$ cat src/rtl/popcount_pattern_gen.sv
// Sequential inverse of a 4-input one-hot popcount: given a one-hot weight, emits every
// 4-bit pattern with that many ones, ascending, one per ready/valid handshake.
module popcount_pattern_gen (
    input  logic clk,
    input  logic reset,
    input  logic ena,
    input  logic start,
    input  logic v,
    input  logic w,
    input  logic x,
    input  logic y,
    input  logic z,
    input  logic ready,
    output logic a,
    output logic b,
    output logic c,
    output logic d,
    output logic valid,
    output logic last,
    output logic busy,
    output logic done,
    output logic err
);

    typedef enum logic [1:0] {StIdle, StScan, StHold} state_e;

    state_e      state;
    logic [3:0]  cand;
    logic [2:0]  k;

    logic [2:0]  code_ones;
    logic        code_ok;
    logic [2:0]  code_k;
    logic [2:0]  cand_ones;
    logic [3:0]  max_pat;

    always_comb begin
        code_ones = {2'b00, v} + {2'b00, w} + {2'b00, x} + {2'b00, y} + {2'b00, z};
        code_ok   = (code_ones == 3'd1);
        code_k    = 3'd0;
        if (w)      code_k = 3'd1;
        else if (x) code_k = 3'd2;
        else if (y) code_k = 3'd3;
        else if (z) code_k = 3'd4;
        cand_ones = {2'b00, cand[0]} + {2'b00, cand[1]} + {2'b00, cand[2]} + {2'b00, cand[3]};
        // Largest pattern of weight k is k ones packed at the MSB end.
        max_pat   = ~(4'hF >> k);
    end

    always_ff @(posedge clk) begin
        if (reset) begin
            state          <= StIdle;
            cand           <= 4'd0;
            k              <= 3'd0;
            {a, b, c, d}   <= 4'd0;
            valid          <= 1'b0;
            last           <= 1'b0;
            busy           <= 1'b0;
            done           <= 1'b0;
            err            <= 1'b0;
        end else if (ena) begin
            done <= 1'b0;
            err  <= 1'b0;
            unique case (state)
                StIdle: begin
                    if (start) begin
                        if (code_ok) begin
                            k     <= code_k;
                            cand  <= 4'd0;
                            busy  <= 1'b1;
                            state <= StScan;
                        end else begin
                            err <= 1'b1;
                        end
                    end
                end
                StScan: begin
                    if (cand_ones == k) begin
                        {a, b, c, d} <= cand;
                        valid        <= 1'b1;
                        last         <= (cand == max_pat);
                        state        <= StHold;
                    end else begin
                        cand <= cand + 4'd1;
                    end
                end
                StHold: begin
                    if (ready) begin
                        valid <= 1'b0;
                        if (last) begin
                            last  <= 1'b0;
                            done  <= 1'b1;
                            busy  <= 1'b0;
                            state <= StIdle;
                        end else begin
                            cand  <= cand + 4'd1;
                            state <= StScan;
                        end
                    end
                end
                default: state <= StIdle;
            endcase
        end
    end

endmodule

$ cat config.mk
export PLATFORM = sky130hd
export DESIGN_NAME = popcount_pattern_gen
export DESIGN_NICKNAME = d
export VERILOG_FILES = /design/src/rtl/popcount_pattern_gen.sv
export SDC_FILE = /design/constraint.sdc
export NUM_CORES = 1
export LEC_CHECK = 0
export CORE_MARGIN = 1
export CORE_UTILIZATION = 47
export CTS_CLUSTER_DIAMETER = 60
export DETAILED_ROUTE_END_ITERATION = 10
export PLACE_DENSITY = 0.74
export SLEW_MARGIN = 25
export SYNTH_ARGS = -nofsm -noshare
export SYNTH_HDL_FRONTEND = slang
export SYNTH_SLANG_ARGS = --single-unit
$ cat constraint.sdc
create_clock -name clk -period 2.75 [get_ports clk]
set_input_delay 0.4125 -clock clk [delete_from_list [all_inputs] [get_ports clk]]
set_output_delay 0.4125 -clock clk [all_outputs]
set_load 0.01 [all_outputs]
==> flow_summary_export.csv <==
group,metric,value,unit
worst_setup_path,path_delay_family,"adder cells",
drt,vias,1157,
yosys,ys_warn_count,0,
timing,period_needed,2750,ps
floorplanning,start_util,0.516,
worst_setup_path,crit_type,"in2reg",
worst_setup_path,ff2ff_setup_slack,60,ps
final_layout,drive_gt1_frac,0.273,
drt,wl_per_cell,15.8,µm
final_layout,nFillCells,186,
placement,dpl.hpwl,2.24,mm
hold_path,hold_path.class,"in2reg",
yosys,syn-cell-area,1190,µm²
hold_path,min_from,"w",
yosys,synth.avg_cell_area,8.53,µm²
clock_network,cts_buffers,3,
yosys,ys_ff_latch,18,
worst_setup_path,r2r_cells,10,
timing,fin_crit_sh,1.00,
grt,grtUsageMet3,0.0290,
outcome,status,"finished, violations left",
yosys,synth_top_area_frac,0.304,
grt,use_met1,0.299,
drt,drt_drc_violations_left,0,
worst_setup_path,cp.arrival,2970,ps
clock_network,path_clk_slew,100,ps
grt,grt_usage,0.245,
floorplanning,pin_count,19,
grt,first_global_vias,1125,
placement,place_worst_setup_slack,-891,ps
yosys,async_flop_share,0,
floorplanning,coreArea,2300,µm²
clock_network,cts_tree,"yes",
clock_network,htreeDepth,1,
placement,place_congestion,0.856,
timing,worst_slew_margin_rel,0.419,
final_layout,diodes,0,
yosys,postSynthCellCount,139,
drt,viasPerCell,5.79,
job,cap_violations,0,
timing,tns,-5.03,ps
placement,portBuffers,18,
timing,rsz0062_at_grt,"yes",
floorplanning,row_count,17,
hold_path,hold_depth,4,
drt,antenna_left,0,
yosys,ys.flop_type,"dfxtp_1",
grt,grt_max_degree,23,
final_layout,fin_nets,196,
timing,slew_violations,0,
worst_setup_path,path_cells,"buf_8 -> inv_4 -> fa_1 -> inv_2 -> fa_2 -> ha_4 -> nand4bb_4 -> a2111o_1 -> or4_1 -> a21oi_2",
floorplanning,fp.dieArea,2730,µm²
yosys,syn_nets,161,
clock_network,clock_latency,290,ps
worst_setup_path,required,2970,ps
floorplanning,fp.dieH,52.2,µm
grt,grt_first_pass_wirelength,4.86,mm
grt,gr-usage-met2,0.425,
yosys,synth_largest_area_cell,"dfxtp_1",
grt,antenna_found_initial,0,
yosys,yosysSeqAreaShare,0.304,
clock_network,clockBufferDepth,2,
timing,max_freq,0.363,GHz
final_layout,area_delta_synth_final,38.0,%
clock_network,clock_sinks,18,
yosys,synthTopCellsByArea,"dfxtp_1 30%, ha_1 9.5%, a21oi_1 6.3%",
worst_setup_path,cp_slowest_cell,"fa_1",
grt,busiest_layer,"met2",
clock_network,clockRootBuffer,"clkbuf_4",
hold_path,holdPathEnd,"k[2]",
yosys,ys_types,42,
grt,grt_overflow_total,0,
timing,finalSetupViolCount,2,
placement,dp_cells,194,
drt,drtIter0Drc,22,
drt,routed_wl,3.16,mm
pwr,leakage,0.000656,µW
timing,hold_violations,0,
final_layout,stdcell_count,200,
worst_setup_path,path_max_fanout,4,
pwr,power_density,516,nW/µm²
timing,timing.final.ws_setup,-4.80,ps
worst_setup_path,critPathLaunchType,"primary input",
worst_setup_path,crit_buf_inv,3,
worst_setup_path,worstSetupEndpointType,"register",
worst_setup_path,r2r_end,"cand[2]",
timing,skew,3.47,ps
worst_setup_path,cpPeakStageDelay,540,ps
drt,first_pass_iters,4,
worst_setup_path,r2r_start,"cand[0]",
yosys,synth-edff-count,0,
pwr,finalPower,844,µW
outcome,violations,"negative setup slack",
timing,whs,407,ps
timing,tightest_slew,869,ps
pwr,vdd_drop_max,0.000338,V
floorplanning,die_w,52.2,µm
through the flow:
| step | area [µm²] | utilization |
|---|---|---|
| 2_1_floorplan | 1220 | - |
| 3_3_place_gp | 1510 | 0.656 |
| 3_5_place_dp | 1510 | 0.656 |
| 4_1_cts | 1550 | 0.676 |
| 5_1_grt | 1640 | 0.712 |
| 6_report | 1640 | 0.712 |
power by group:
part	total (µW)	switching [µW]	internal, µW
Combinational	400	200	201
Clock	133	81.6	50.9
Sequential	311	24.4	287
Total	844	306	538
cell usage after synthesis, types with 2 or more instances:
cell type  count
dfxtp_1       18
ha_1           9
a211oi_1       2
nand3_1        8
nor2_1         5
nor3_1         3
o31ai_1        3
or4_1          4
a211o_2        2
inv_1         15
nand4_1        2
a21oi_1       15
xor2_1         3
o211ai_1       2
o21ai_0       13
nand2_1        5
fa_1           3
buf_4          3
cell families after synthesis:
logic type,share of synthesized area
simple gates,0.205
xor+xnor,0.0295
flops,0.304
mux,0.0179
fa+ha+maj,0.146
buf+inv,0.0696
compound gates,0.229
cells in the final DEF, fill, tap and decap left out, types with 2 or more instances in the layout:
cell             synthesis  layout
dfxtp_1                 18      17
a21oi_2                  0       3
o21ai_0                 13      12
fa_1                     3       2
xor2_1                   3       2
buf_6                    0       2
inv_2                    0       2
inv_1                   15      11
ha_4                     0       2
nor3_1                   3       3
a211oi_1                 2       2
o211ai_1                 2       2
nand3_1                  8       8
nand4_1                  2       2
buf_4                    3      15
o31ai_1                  3       2
clkdlybuf4s50_1          0      15
ha_1                     9       7
nand2_1                  5       5
or4_1                    4       3
a21oi_1                 15      12
nor2_1                   5       5
clkbuf_4                 0       3
registers in the layout (all words and copies together), names as in the netlist:
| name | count |
|---|---|
| a | 1 |
| b | 1 |
| busy | 1 |
| c | 1 |
| cand | 4 |
| d | 1 |
| done | 1 |
| err | 1 |
| k | 3 |
| last | 1 |
| state | 2 |
| valid | 1 |
metal layers:
metal	routed length [µm]	share of wire
met2	1620	0.51
met3	85	0.027
met1	1400	0.44
met4	56	0.018
met5	0	0
how the worst max path moves through the flow:
stage / end / depth (start not counted) / startpoint
2_1_floorplan: cand[0] / 9 / y
6_report: cand[2] / 10 / z
3_3_place_gp: cand[0] / 10 / y
5_1_grt: cand[0] / 10 / z
3_5_place_dp: cand[0] / 10 / y
4_1_cts: cand[0] / 10 / y
cell type report:
| cell class | count | area (µm²) | area share |
|---|---|---|---|
| Multi-Input combinational cell | 102 | 826 | 0.505 |
| Sequential cell | 18 | 362 | 0.221 |
| Tap cell | 28 | 35.0 | 0.0214 |
| Timing Repair Buffer | 34 | 320 | 0.196 |
| Inverter | 15 | 71.3 | 0.0436 |
| Clock buffer | 3 | 22.5 | 0.0138 |
what timing repair did:
action / in CTS / in global routing
pin swaps: 7 / 8
endpoints found under the setup margin: 11 / 11
setup buffers: 3 / 0
hold buffers: 0 / 0
gates resized for setup: 20 / 15
worst register-to-register path: stages (launching register included):
cell     delay (ps)
dfxtp_2         340
inv_1            50
fa_1            520
inv_1            40
ha_1            200
ha_4            280
xor2_2          190
nor4_2           70
buf_4           180
or4_1           560
a21oi_2         170
Power figures use the tool's default switching activity.
==> edit: new RTL, config.mk and constraints unchanged <==
Register the output `err` once more, with the module's reset; this adds one clock of latency there. The other outputs are not delayed to match.
--- a/src/rtl/popcount_pattern_gen.sv
+++ b/src/rtl/popcount_pattern_gen.sv
@@ -25,2 +25,4 @@
     typedef enum logic [1:0] {StIdle, StScan, StHold} state_e;
+
+    logic err_s0;
 
@@ -59,6 +61,6 @@
             done           <= 1'b0;
-            err            <= 1'b0;
+            err_s0         <= 1'b0;
         end else if (ena) begin
             done <= 1'b0;
-            err  <= 1'b0;
+            err_s0 <= 1'b0;
             unique case (state)
@@ -72,3 +74,3 @@
                         end else begin
-                            err <= 1'b1;
+                            err_s0 <= 1'b1;
                         end
@@ -105,2 +107,10 @@
 
+    always_ff @(posedge clk) begin
+        if (reset) begin
+            err <= '0;
+        end else begin
+            err <= err_s0;
+        end
+    end
+
 endmodule
Check against the original RTL: not equivalent (Yosys sat finds a counterexample within 4 cycles, from zero or initial values and one cycle with reset high).
==> edit against the unedited design <==
Setup slack gained 100 ps. Area after synthesis grew 4.1%. Sequential cell count grew 1. Routed wire length shrank 0.25%. Total power grew 7.7%. Core utilization shrank 5.4 points. Sequential power grew 6.4%. Design area shrank 0.31%. Non-clock buffer count shrank 3. Critical endpoint is now state[0]$_SDFFE_PP0P_. Largest cell class unchanged. Largest power group unchanged.
==> edit: results (changes against the unedited design) <==
synth_common_cells: "dfxtp_1 (19), inv_1 (17), a21oi_1 (16)"
synth_area_leaders: "dfxtp_1 (31%), ha_1 (9.1%), a21oi_1 (6.5%)"
syn_inst: 144  # +3.6%
place_area_um2: 1510  # +0.25%
pre_cts_ws_ps: -593  # +298 ps
synth_compound_area_frac: 0.235  # +0.00615
synthDistinctLibCells: 41  # -2.4%
p_leak_nw: 0.648  # -1.2%
synth_seq_area_share: 0.308  # +0.00421
status: "complete, no violations"
synth.area.mux_share: 0.0253  # +0.00740
dpl.cell_count: 198  # +2.1%
crit_path_max_incr_delay_ps: 520  # -20 ps
grt_max_degree: 24  # +4.3%
drt-initial-drc-count: 56  # +150%
worst-slew-pin-transition_ps: 848  # -20.5 ps
place_congestion: 0.793  # -7.3%
drive_above_1_share: 0.237  # -0.0363
globalRouteTotalUtil: 0.258  # +0.0137
grt_pass1_vias: 1156  # +2.8%
irDropWorstVdd_v: 0.000402  # +19%
dpl.hpwl_um: 2150  # -3.8%
grt_first_pass_wirelength_um: 5230  # +7.5%
cts.reportedPaths.clkPinSlew_ps: 120  # +20 ps
synth_xor_area_frac: 0.0213  # -0.00826
drt-total-wl_um: 3150  # -0.25%
p_sw_mw: 0.353  # +15%
vias: 1210  # +4.6%
synthAdderAreaFrac: 0.140  # -0.00575
edit: power groups by stage:
stage | combinational (mW) | sequential, mW | clock (mW)
CTS | 0.378 | 0.329 | 0.155
finish | 0.427 | 0.331 | 0.151
global route | 0.464 | 0.334 | 0.169
floorplan | 0.229 | 0.337 | 0
global placement | 0.346 | 0.332 | 0
detailed placement | 0.357 | 0.335 | 0
edit: metal layers:
layer	vias up	track usage	wire, um	part of all wire
met2	70	0.423	1510	0.48
met4	0	0.154	91	0.029
li1	582	-	-	-
met5	-	0	0	0
met1	545	0.313	1340	0.43
met3	13	0.0402	206	0.065
edit: final cells by class:
class / instances / area, um2 / share of cell area
Multi-Input combinational cell: 102 / 846 / 0.518
Sequential cell: 19 / 380 / 0.233
Timing Repair Buffer: 31 / 277 / 0.169
Inverter: 17 / 63.8 / 0.0391
Tap cell: 30 / 37.5 / 0.0230
Clock buffer: 3 / 22.5 / 0.0138
Clock inverter: 1 / 5.00 / 0.00307
edit: what timing repair did:
item / CTS / global route
endpoints found under the setup margin: 16 / 13
setup buffers: 1 / 0
pin swaps: 6 / 8
hold buffers: 0 / 0
resized for setup: 12 / 15
edit: final timing paths:
| kind | from | end | slack, ps | cells after the start |
|---|---|---|---|---|
| min | w | k[0]$_SDFFE_PP0P_ | 420 | 3 |
| max reg2reg | cand[0]$_SDFFE_PP0P_ | d$_SDFFE_PP0P_ | 150 | 9 |
| max | y | state[0]$_SDFFE_PP0P_ | 100 | 11 |
| min reg2reg | err_s0$_SDFFE_PP0P_ | err_s0$_SDFFE_PP0P_ | 470 | 2 |
edit: logic make-up after synthesis:
family | after synthesis
adders and majority gates | 12
and+or+nand+nor | 40
AOI/OAI and AO/OA | 44
DFF | 19
muxes | 3
xor gates and xnor gates | 3
buffers and inverters | 23
